## src/rtl/if_fetch_queue_if.sv

```systemverilog
// Fetch-to-decode queue bundle: fetch-side push, decode-side pop, flush and occupancy.
// The master drives (fetch/decode/branch side); the slave is the queue itself.
interface if_fetch_queue_if #(
  parameter int DEPTH = 4,
  parameter int CNT_W = $clog2(DEPTH) + 1
);
  logic             flush;
  logic             in_valid;
  logic [31:0]      in_pc;
  logic [31:0]      in_instr;
  logic             in_ready;
  logic             fetch_freeze;
  logic             out_valid;
  logic [31:0]      out_pc;
  logic [31:0]      out_instr;
  logic             out_ready;
  logic [CNT_W-1:0] count;

  modport master (
    output flush, in_valid, in_pc, in_instr, out_ready,
    input  in_ready, fetch_freeze, out_valid, out_pc, out_instr, count
  );

  modport slave (
    input  flush, in_valid, in_pc, in_instr, out_ready,
    output in_ready, fetch_freeze, out_valid, out_pc, out_instr, count
  );
endinterface

```

## src/rtl/if_fetch_queue.sv

```systemverilog
// Instruction prefetch queue: circular FIFO of {pc, instr} pairs between fetch and decode,
// flushed on a taken branch and back-pressuring fetch through fetch_freeze when full.
module if_fetch_queue #(
  parameter int DEPTH = 4,
  parameter int CNT_W = $clog2(DEPTH) + 1
) (
  input logic             clk,
  input logic             rst,
  if_fetch_queue_if.slave q
);

  localparam int PTR_W = $clog2(DEPTH);

  typedef struct packed {
    logic [31:0] pc;
    logic [31:0] instr;
  } entry_t;

  generate
    if (DEPTH < 2 || (DEPTH & (DEPTH - 1)) != 0) begin : g_bad_depth
      $error("if_fetch_queue: DEPTH must be a power of two >= 2");
    end
  endgenerate

  entry_t           mem [DEPTH];
  logic [PTR_W-1:0] wr_ptr;
  logic [PTR_W-1:0] rd_ptr;
  logic [CNT_W-1:0] count;

  logic   full;
  logic   empty;
  logic   push;
  logic   pop;
  entry_t head;

  // Readiness depends only on registered occupancy, so there is no
  // combinational path from in_valid/out_ready to the handshake outputs.
  assign full  = (count == CNT_W'(DEPTH));
  assign empty = (count == '0);
  assign push  = q.in_valid  & ~full  & ~q.flush;
  assign pop   = q.out_ready & ~empty & ~q.flush;

  // NOTE: sequential state uses non-blocking assignments so every register
  // samples the pre-edge values of its peers, regardless of statement order.
  always_ff @(posedge clk or negedge rst) begin
    if (!rst) begin
      wr_ptr <= '0;
      rd_ptr <= '0;
      count  <= '0;
      // NOTE: the storage array is reset here because the queue must come out of
      // reset with all entries cleared; without that, leave memories unreset.
      for (int i = 0; i < DEPTH; i++) begin
        mem[i] <= '0;
      end
    end else if (q.flush) begin
      // Entries stay in place; count=0 makes them unreachable.
      wr_ptr <= '0;
      rd_ptr <= '0;
      count  <= '0;
    end else begin
      if (push) begin
        mem[wr_ptr] <= '{pc: q.in_pc, instr: q.in_instr};
        wr_ptr      <= wr_ptr + PTR_W'(1);
      end
      if (pop) begin
        rd_ptr <= rd_ptr + PTR_W'(1);
      end
      case ({push, pop})
        2'b10:   count <= count + CNT_W'(1);
        2'b01:   count <= count - CNT_W'(1);
        default: count <= count;
      endcase
    end
  end

  assign head = mem[rd_ptr];

  assign q.in_ready     = ~full;
  assign q.fetch_freeze = full;
  assign q.out_valid    = ~empty;
  // No bypass: an empty queue presents zeros rather than stale storage.
  assign q.out_pc       = empty ? 32'h0 : head.pc;
  assign q.out_instr    = empty ? 32'h0 : head.instr;
  assign q.count        = count;

endmodule

```

## src/flat_wrapper.sv

```systemverilog
// flat-port wrapper written by rule: the top's interface ports become plain ports
module if_fetch_queue_flat 
#(
  parameter int DEPTH = 4,
  parameter int CNT_W = $clog2(DEPTH) + 1
)
  (clk, rst, q_flush, q_in_valid, q_in_pc, q_in_instr, q_out_ready, q_in_ready, q_fetch_freeze, q_out_valid, q_out_pc, q_out_instr, q_count);
  if_fetch_queue_if #(.DEPTH(DEPTH), .CNT_W(CNT_W)) q_i ();
  input logic clk;
  input logic rst;
  input wire logic [$bits(q_i.flush)-1:0] q_flush;
  input wire logic [$bits(q_i.in_valid)-1:0] q_in_valid;
  input wire logic [$bits(q_i.in_pc)-1:0] q_in_pc;
  input wire logic [$bits(q_i.in_instr)-1:0] q_in_instr;
  input wire logic [$bits(q_i.out_ready)-1:0] q_out_ready;
  output wire logic [$bits(q_i.in_ready)-1:0] q_in_ready;
  output wire logic [$bits(q_i.fetch_freeze)-1:0] q_fetch_freeze;
  output wire logic [$bits(q_i.out_valid)-1:0] q_out_valid;
  output wire logic [$bits(q_i.out_pc)-1:0] q_out_pc;
  output wire logic [$bits(q_i.out_instr)-1:0] q_out_instr;
  output wire logic [$bits(q_i.count)-1:0] q_count;
  assign q_i.flush = q_flush;
  assign q_i.in_valid = q_in_valid;
  assign q_i.in_pc = q_in_pc;
  assign q_i.in_instr = q_in_instr;
  assign q_i.out_ready = q_out_ready;
  assign q_in_ready = q_i.in_ready;
  assign q_fetch_freeze = q_i.fetch_freeze;
  assign q_out_valid = q_i.out_valid;
  assign q_out_pc = q_i.out_pc;
  assign q_out_instr = q_i.out_instr;
  assign q_count = q_i.count;
  if_fetch_queue #(.DEPTH(DEPTH), .CNT_W(CNT_W)) u_core (.clk(clk), .rst(rst), .q(q_i));
endmodule
```

## config.mk

```make
export PLATFORM = sky130hd
export DESIGN_NAME = if_fetch_queue_flat
export DESIGN_NICKNAME = d
export VERILOG_FILES = /design/src/rtl/if_fetch_queue_if.sv /design/src/rtl/if_fetch_queue.sv /design/src/flat_wrapper.sv
export SDC_FILE = /design/constraint.sdc
export NUM_CORES = 1
export LEC_CHECK = 0
export CORE_AREA = 2 2 103 204
export CTS_BUF_LIST = sky130_fd_sc_hd__clkbuf_2 sky130_fd_sc_hd__clkbuf_4 sky130_fd_sc_hd__clkbuf_8
export CTS_CLUSTER_DIAMETER = 60
export DETAILED_ROUTE_END_ITERATION = 12
export DIE_AREA = 0 0 105 206
export PLACE_DENSITY = 0.85
export SLEW_MARGIN = 20
export SYNTH_ARGS = -nofsm -noshare
export SYNTH_HDL_FRONTEND = slang
export SYNTH_SLANG_ARGS = --single-unit
export TNS_END_PERCENT = 30
```

## constraint.sdc

```tcl
create_clock -name clk -period 4.4 [get_ports clk]
set_input_delay 1.32 -clock clk [delete_from_list [all_inputs] [get_ports clk]]
set_output_delay 1.32 -clock clk [all_outputs]
set_load 0.05 [all_outputs]
```

==> results.cfg, run 1 <==
[outcome]
outcome = finished clean

[worst_setup_path]
reg2regPathDepth = 8
required_ns = 3.08
cp.arrival_ns = 2.86
cp-startpoint = u_core.q.count[1]
critPathKind = flop to output port
r2r_end = u_core.q.count[1]
worstPathMaxFanout = 46
crit_family = buffers and inverters
cp_num_buf_inv = 2
crit_slowest_cell = clkdlybuf4s50_1
critPathLaunchType = flop
regToRegStartpoint = u_core.q.count[1]
worstPathCellList = or3_4, buf_4, and2_1, clkdlybuf4s50_1
crit_cells = 4
crit_path_end_kind = output port
cp-endpoint = q_out_instr[7]
ff2ff_setup_slack_ns = 1.78
max_stage_delay_ns = 0.80

[logic_synthesis]
synth-async-reset-ratio_pct = 100.0
synth_top_area_share_pct = 54.51
yosys-top-cells-area = dfrtp_1 55%, mux2_2 24%, mux4_2 12%
synth_top_flop_cell = dfrtp_1
syn_area_mm2 = 0.01207
synth_most_common_cell = dfrtp_1
synth_commonest_cells = 263 x dfrtp_1, 257 x mux2_2, 65 x and2_1, 64 x mux4_2, 24 x buf_6
netlist_instances = 756
synth_cell_type_count = 33
avgSynthCellArea_um2 = 15.97
post-synth-top-area-cell = dfrtp_1
synth_edf_count = 0
ys_ff_latch = 263
ys_warn_count = 0
syn_nets = 830
seq_area_frac_synth_pct = 54.51

[clock_network]
cts_tree = yes
clock_sinks = 263
cts_hold_buf = 0
cts_resized = 8
post_cts_buffers = 0
numCtsBuffers = 38
clk_pin_slew_worst_paths_ns = 0.06
cts_root_buf = clkbuf_8
cts.path.max_buffers = 3
clock_latency_ns = 0.53
h-tree-depth = 2

[routing]
vias = 6864
first_pass_iters = 4
drc_errors = 0
drt-vias-per-instance = 5.744
wl_per_cell_um = 20.22
drt_wl_total_mm = 24.17
drtIter0Drc = 299
ant_nets = 0

[sta]
drv_slew = 0
max_freq_ghz = 0.2392
finalSetupTns_ns = 0
whs_ns = 0.4990
tightest_slew_ns = 0.9607
min_period_ns = 4.181
hold_viol_final = 0
finalCritPeriodShare_pct = 95.01
finalClockSkew_ns = 0.01682
slew_headroom_pct = 35.95
setup_viol = 0
grt_setup_unrepaired = no

[power]
p_leak_nw = 6.295
peakVddDrop_mv = 0.4003
pwr_density_cell_mw_per_mm2 = 579.2

[global_route]
grt_pass1_wl_mm = 39.19
antenna_found_initial = 0
grt_overflow_total = 0
grt_max_degree = 133
grt_use_total_pct = 23.09
grt_pass1_vias = 7674

[cells_and_area]
post-route-util_pct = 71.80
area_growth_pct = 20.02
final_nets = 977
drive_above_1_share_pct = 45.10
diodes = 0

[die]
die_area_mm2 = 0.02163
die-height_um = 206
rows = 74
die_x_um = 105
io_pins = 139
initial_core_util_pct = 59.82
core-area_mm2 = 0.02018

[job]
maxCapViolations = 0

[hold_path]
hold_path.class = flop to flop

[place]
portBuffers = 138
place_hpwl_mm = 15.26
place_congestion = 0.7570
## power by group
group | switching (W) | internal, W
sequential | 0.000425 | 0.00328
clock | 0.000905 | 0.00109
combinational | 0.00123 | 0.00146
## stage by stage
stage | instances | setup slack (ns) | power, W | instance area (um^2)
global route | 1195 | 0.05989 | 0.008822 | 14490
finish | 1195 | 0.2194 | 0.008393 | 14490
global placement | 1129 | 0.6285 | 0.006290 | 13700
CTS | 1195 | 0.0001255 | 0.008485 | 14490
detailed placement | 1129 | 0.5383 | 0.006458 | 13700
floorplan | 756 | 0.9137 | 0.005623 | 12070
## worst register-to-register path: cells and delay by family, from the launching register on
kind | cells | cell delay, ns
AND/OR/NAND/NOR | 4 | 0.86
flip-flops | 1 | 0.51
adder cells (fa/ha/maj) | 1 | 0.50
AO/OA/AOI/OAI | 3 | 0.62
## metal layers
| metal | part of all wire (%) | track usage [%] | wire length, um | vias up |
|---|---|---|---|---|
| li1 | - | - | - | 3068 |
| met1 | 41 | 28.41 | 9803 | 3595 |
| met2 | 52 | 39.70 | 12480 | 152 |
| met3 | 5.0 | 4.793 | 1219 | 49 |
| met4 | 2.7 | 9.762 | 663 | 0 |
| met5 | 0 | 0 | 0 | - |
## flip-flops by register name, summed over array words and instances, names as in the netlist
register,flops
u_core.rd_ptr,2
u_core.mem,256
u_core.q.count,3
u_core.wr_ptr,2
## cell families after synthesis
logic type / count (synthesis) / share of synthesized area (%)
mux: 321 / 35.91
flops: 263 / 54.51
simple gates: 91 / 4.591
buf+inv: 57 / 3.388
compound gates: 16 / 0.8083
fa+ha+maj: 5 / 0.5803
xor+xnor: 3 / 0.2177
## placed cells by master, fill, tap and decap left out, types with 3 or more instances in the layout
cell / n
buf_4: 13
nand2_1: 3
clkbuf_4: 9
ha_1: 4
buf_12: 9
mux4_2: 64
nor2_1: 7
mux2_2: 257
nand2_4: 3
clkdlybuf4s50_1: 129
dfrtp_1: 261
and2_1: 65
inv_1: 4
a21oi_1: 7
o21ai_0: 3
clkbuf_8: 50
clkinv_2: 5
dlygate4sd2_1: 8
## cell type report
cell class | instances | area, um^2
clock buffer | 59 | 755.7
clock inverter | 7 | 40.04
fill | 1382 | 5693
inverter | 4 | 15.01
multi-input combinational | 436 | 5107
sequential | 263 | 6586
tap | 266 | 332.8
timing repair buffer | 160 | 1654
## worst min path at each step
stage / start / end / slack (ns) / depth (start not counted)
finish: u_core.mem[96] / u_core.mem[96] / 0.50 / 1
detailed placement: u_core.mem[101] / u_core.mem[101] / 0.49 / 1
global placement: u_core.mem[92] / u_core.mem[92] / 0.48 / 1
global route: u_core.mem[92] / u_core.mem[92] / 0.51 / 1
CTS: u_core.mem[125] / u_core.mem[125] / 0.50 / 1
floorplan: u_core.mem[100] / u_core.mem[100] / 0.47 / 1
No activity file was read; power rests on OpenSTA's default activity.
==> run 2: changes to the inputs <==
--- a/config.mk
+++ b/config.mk
@@ -5,12 +5,12 @@
 export SDC_FILE = /design/constraint.sdc
 export NUM_CORES = 1
 export LEC_CHECK = 0
-export CORE_AREA = 2 2 103 204
+export CORE_AREA = 2 2 106 210
 export CTS_BUF_LIST = sky130_fd_sc_hd__clkbuf_2 sky130_fd_sc_hd__clkbuf_4 sky130_fd_sc_hd__clkbuf_8
 export CTS_CLUSTER_DIAMETER = 60
 export DETAILED_ROUTE_END_ITERATION = 12
-export DIE_AREA = 0 0 105 206
-export PLACE_DENSITY = 0.85
+export DIE_AREA = 0 0 108 212
+export PLACE_DENSITY = 0.8
 export SLEW_MARGIN = 20
 export SYNTH_ARGS = -nofsm -noshare
 export SYNTH_HDL_FRONTEND = slang
==> constraint.sdc (replaced) <==
create_clock -name clk -period 4.2 [get_ports clk]
set_input_delay 1.26 -clock clk [delete_from_list [all_inputs] [get_ports clk]]
set_output_delay 1.26 -clock clk [all_outputs]
set_load 0.05 [all_outputs]
==> results.cfg, run 2 (synthesis gave the netlist of run 1 again) <==
[worst_setup_path]
reg2regPathDepth = 8
worstPathMaxFanout = 35
crit_path_end_kind = output port
cp.arrival_ns = 2.84
cp-startpoint = u_core.q.count[1]
regToRegStartpoint = u_core.q.count[1]
critPathLaunchType = flop
crit_slowest_cell = or3_2
required_ns = 2.94
max_stage_delay_ns = 0.70
worstPathCellList = or3_2, buf_12, and2_1, clkdlybuf4s50_1
critPathKind = flop to output port

[cells_and_area]
final_common_cell = dfrtp_1
mostFrequentLayoutCells = 261 x dfrtp_1, 257 x mux2_2, 91 x clkdlybuf4s50_1, 65 x and2_1, 64 x mux4_2
largest_register = u_core.mem
area_growth_pct = 21.01
largest_reg_flops = 256
final_nets = 974
drive_above_1_share_pct = 44.81
fin_area_mm2 = 0.01461
reg.largest.list = u_core.mem x256, u_core.q.count x3

[place]
place_area_mm2 = 0.01372
place_congestion = 0.7656
portBuffers = 138
place_hpwl_mm = 17.40
pre_cts_slack_ns = 0.5602

[outcome]
outcome = finished clean

[routing]
ant_nets = 0
drt_wl_total_mm = 26.90
vias = 7073
first_pass_iters = 6
drt-vias-per-instance = 5.899
drc_errors = 0
drtIter0Drc = 398
wl_per_cell_um = 22.44

[sta]
setup_viol = 0
hold_viol_final = 0
finalClockSkew_ns = 0.01851
min_period_ns = 4.103
tightest_slew_ns = 0.9790
finalSetupTns_ns = 0
finalCritPeriodShare_pct = 97.69
slew_headroom_pct = 34.73
drv_slew = 0
fin_ws_ns = 0.09706
max_freq_ghz = 0.2437

[global_route]
grt_use_total_pct = 24.51
grt_max_degree = 127
grt_pass1_vias = 8311
antenna_found_initial = 1
grt_overflow_total = 0
grt_pass1_wl_mm = 43.05

[power]
pwr_density_cell_mw_per_mm2 = 604.7
power_switching_w = 0.002719
pwr-share-comb_pct = 32.2
p_leak_nw = 6.993
p_clk_share_pct = 23.3
switching_share_pct = 30.77
p_int_w = 0.006116
peakVddDrop_mv = 0.3723
p_seq_share_pct = 44.5

[clock_network]
clock_sinks = 263
clock_latency_ns = 0.52
h-tree-depth = 2
clk_pin_slew_worst_paths_ns = 0.07
cts_tree = yes
cts_root_buf = clkbuf_8
cts.path.max_buffers = 3
numCtsBuffers = 36

[die]
die_x_um = 108
io_pins = 139
die-height_um = 212
rows = 76
core-area_mm2 = 0.02140
initial_core_util_pct = 56.43
die_area_mm2 = 0.02290

[hold_path]
hp-start = u_core.mem[124]
worst_hold_path.num_cells = 1
hold_path.class = flop to flop

[job]
maxCapViolations = 0
[run 2: through the flow]
stage          cells  hold WS (ns)  power (W)  util, %
3_5_place_dp    1135        0.4872   0.006846    64.12
3_3_place_gp    1135        0.4809   0.006624    64.12
5_1_grt         1198        0.5154   0.009253    68.27
4_1_cts         1197        0.5023   0.008923    67.74
2_1_floorplan    756        0.4738   0.005891        -
6_report        1199        0.5030   0.008835    68.29
[run 2: routing by layer]
metal | GRT usage [%] | up-vias | wire length (um)
met5 | 0 | - | 0
met4 | 9.151 | 0 | 650
met3 | 3.679 | 47 | 1011
met2 | 45.52 | 178 | 15350
met1 | 28.05 | 3787 | 9890
li1 | - | 3061 | -
[run 2: area by class of cell]
class,instances,area [um^2]
fill,1470,6785
sequential,263,6589
multi-input combinational,436,5104
timing repair buffer,159,1780
clock buffer,61,770.7
tap,273,341.6
inverter,4,15.01
clock inverter,1,5.005
antenna,2,5.005
[run 2: worst paths after layout]
check | end | slack, ns
worst min-delay path | u_core.mem[124] | 0.50
worst max register to register | u_core.q.count[1] | 1.42
worst max-delay path | q_out_pc[8] | 0.1
worst min register to register | u_core.mem[124] | 0.50
min in group asynchronous | u_core.mem[40] | 0.83
max in group asynchronous | u_core.mem[215] | 2.33
[run 2: repair_timing]
action,CTS,global route
pin swaps,0,0
setup buffers,0,0
resized for setup,1,45
endpoints found under the setup margin,1,45
hold buffers,0,0
[run 2: worst max-delay path, delay by kind of cell (launching register included)]
family / cells / cell delay [ns]
DFF: 1 / 0.52
buffers and inverters: 2 / 0.94
and+or+nand+nor: 2 / 0.86
[run 2: power by group through the flow]
stage | clock network, W | logic (W) | registers (W)
finish | 0.00206 | 0.00284 | 0.00393
global route | 0.00221 | 0.00302 | 0.00402
CTS | 0.00211 | 0.00289 | 0.00392
detailed placement | 0 | 0.00288 | 0.00396
floorplan | 0 | 0.00214 | 0.00375
global placement | 0 | 0.00278 | 0.00385
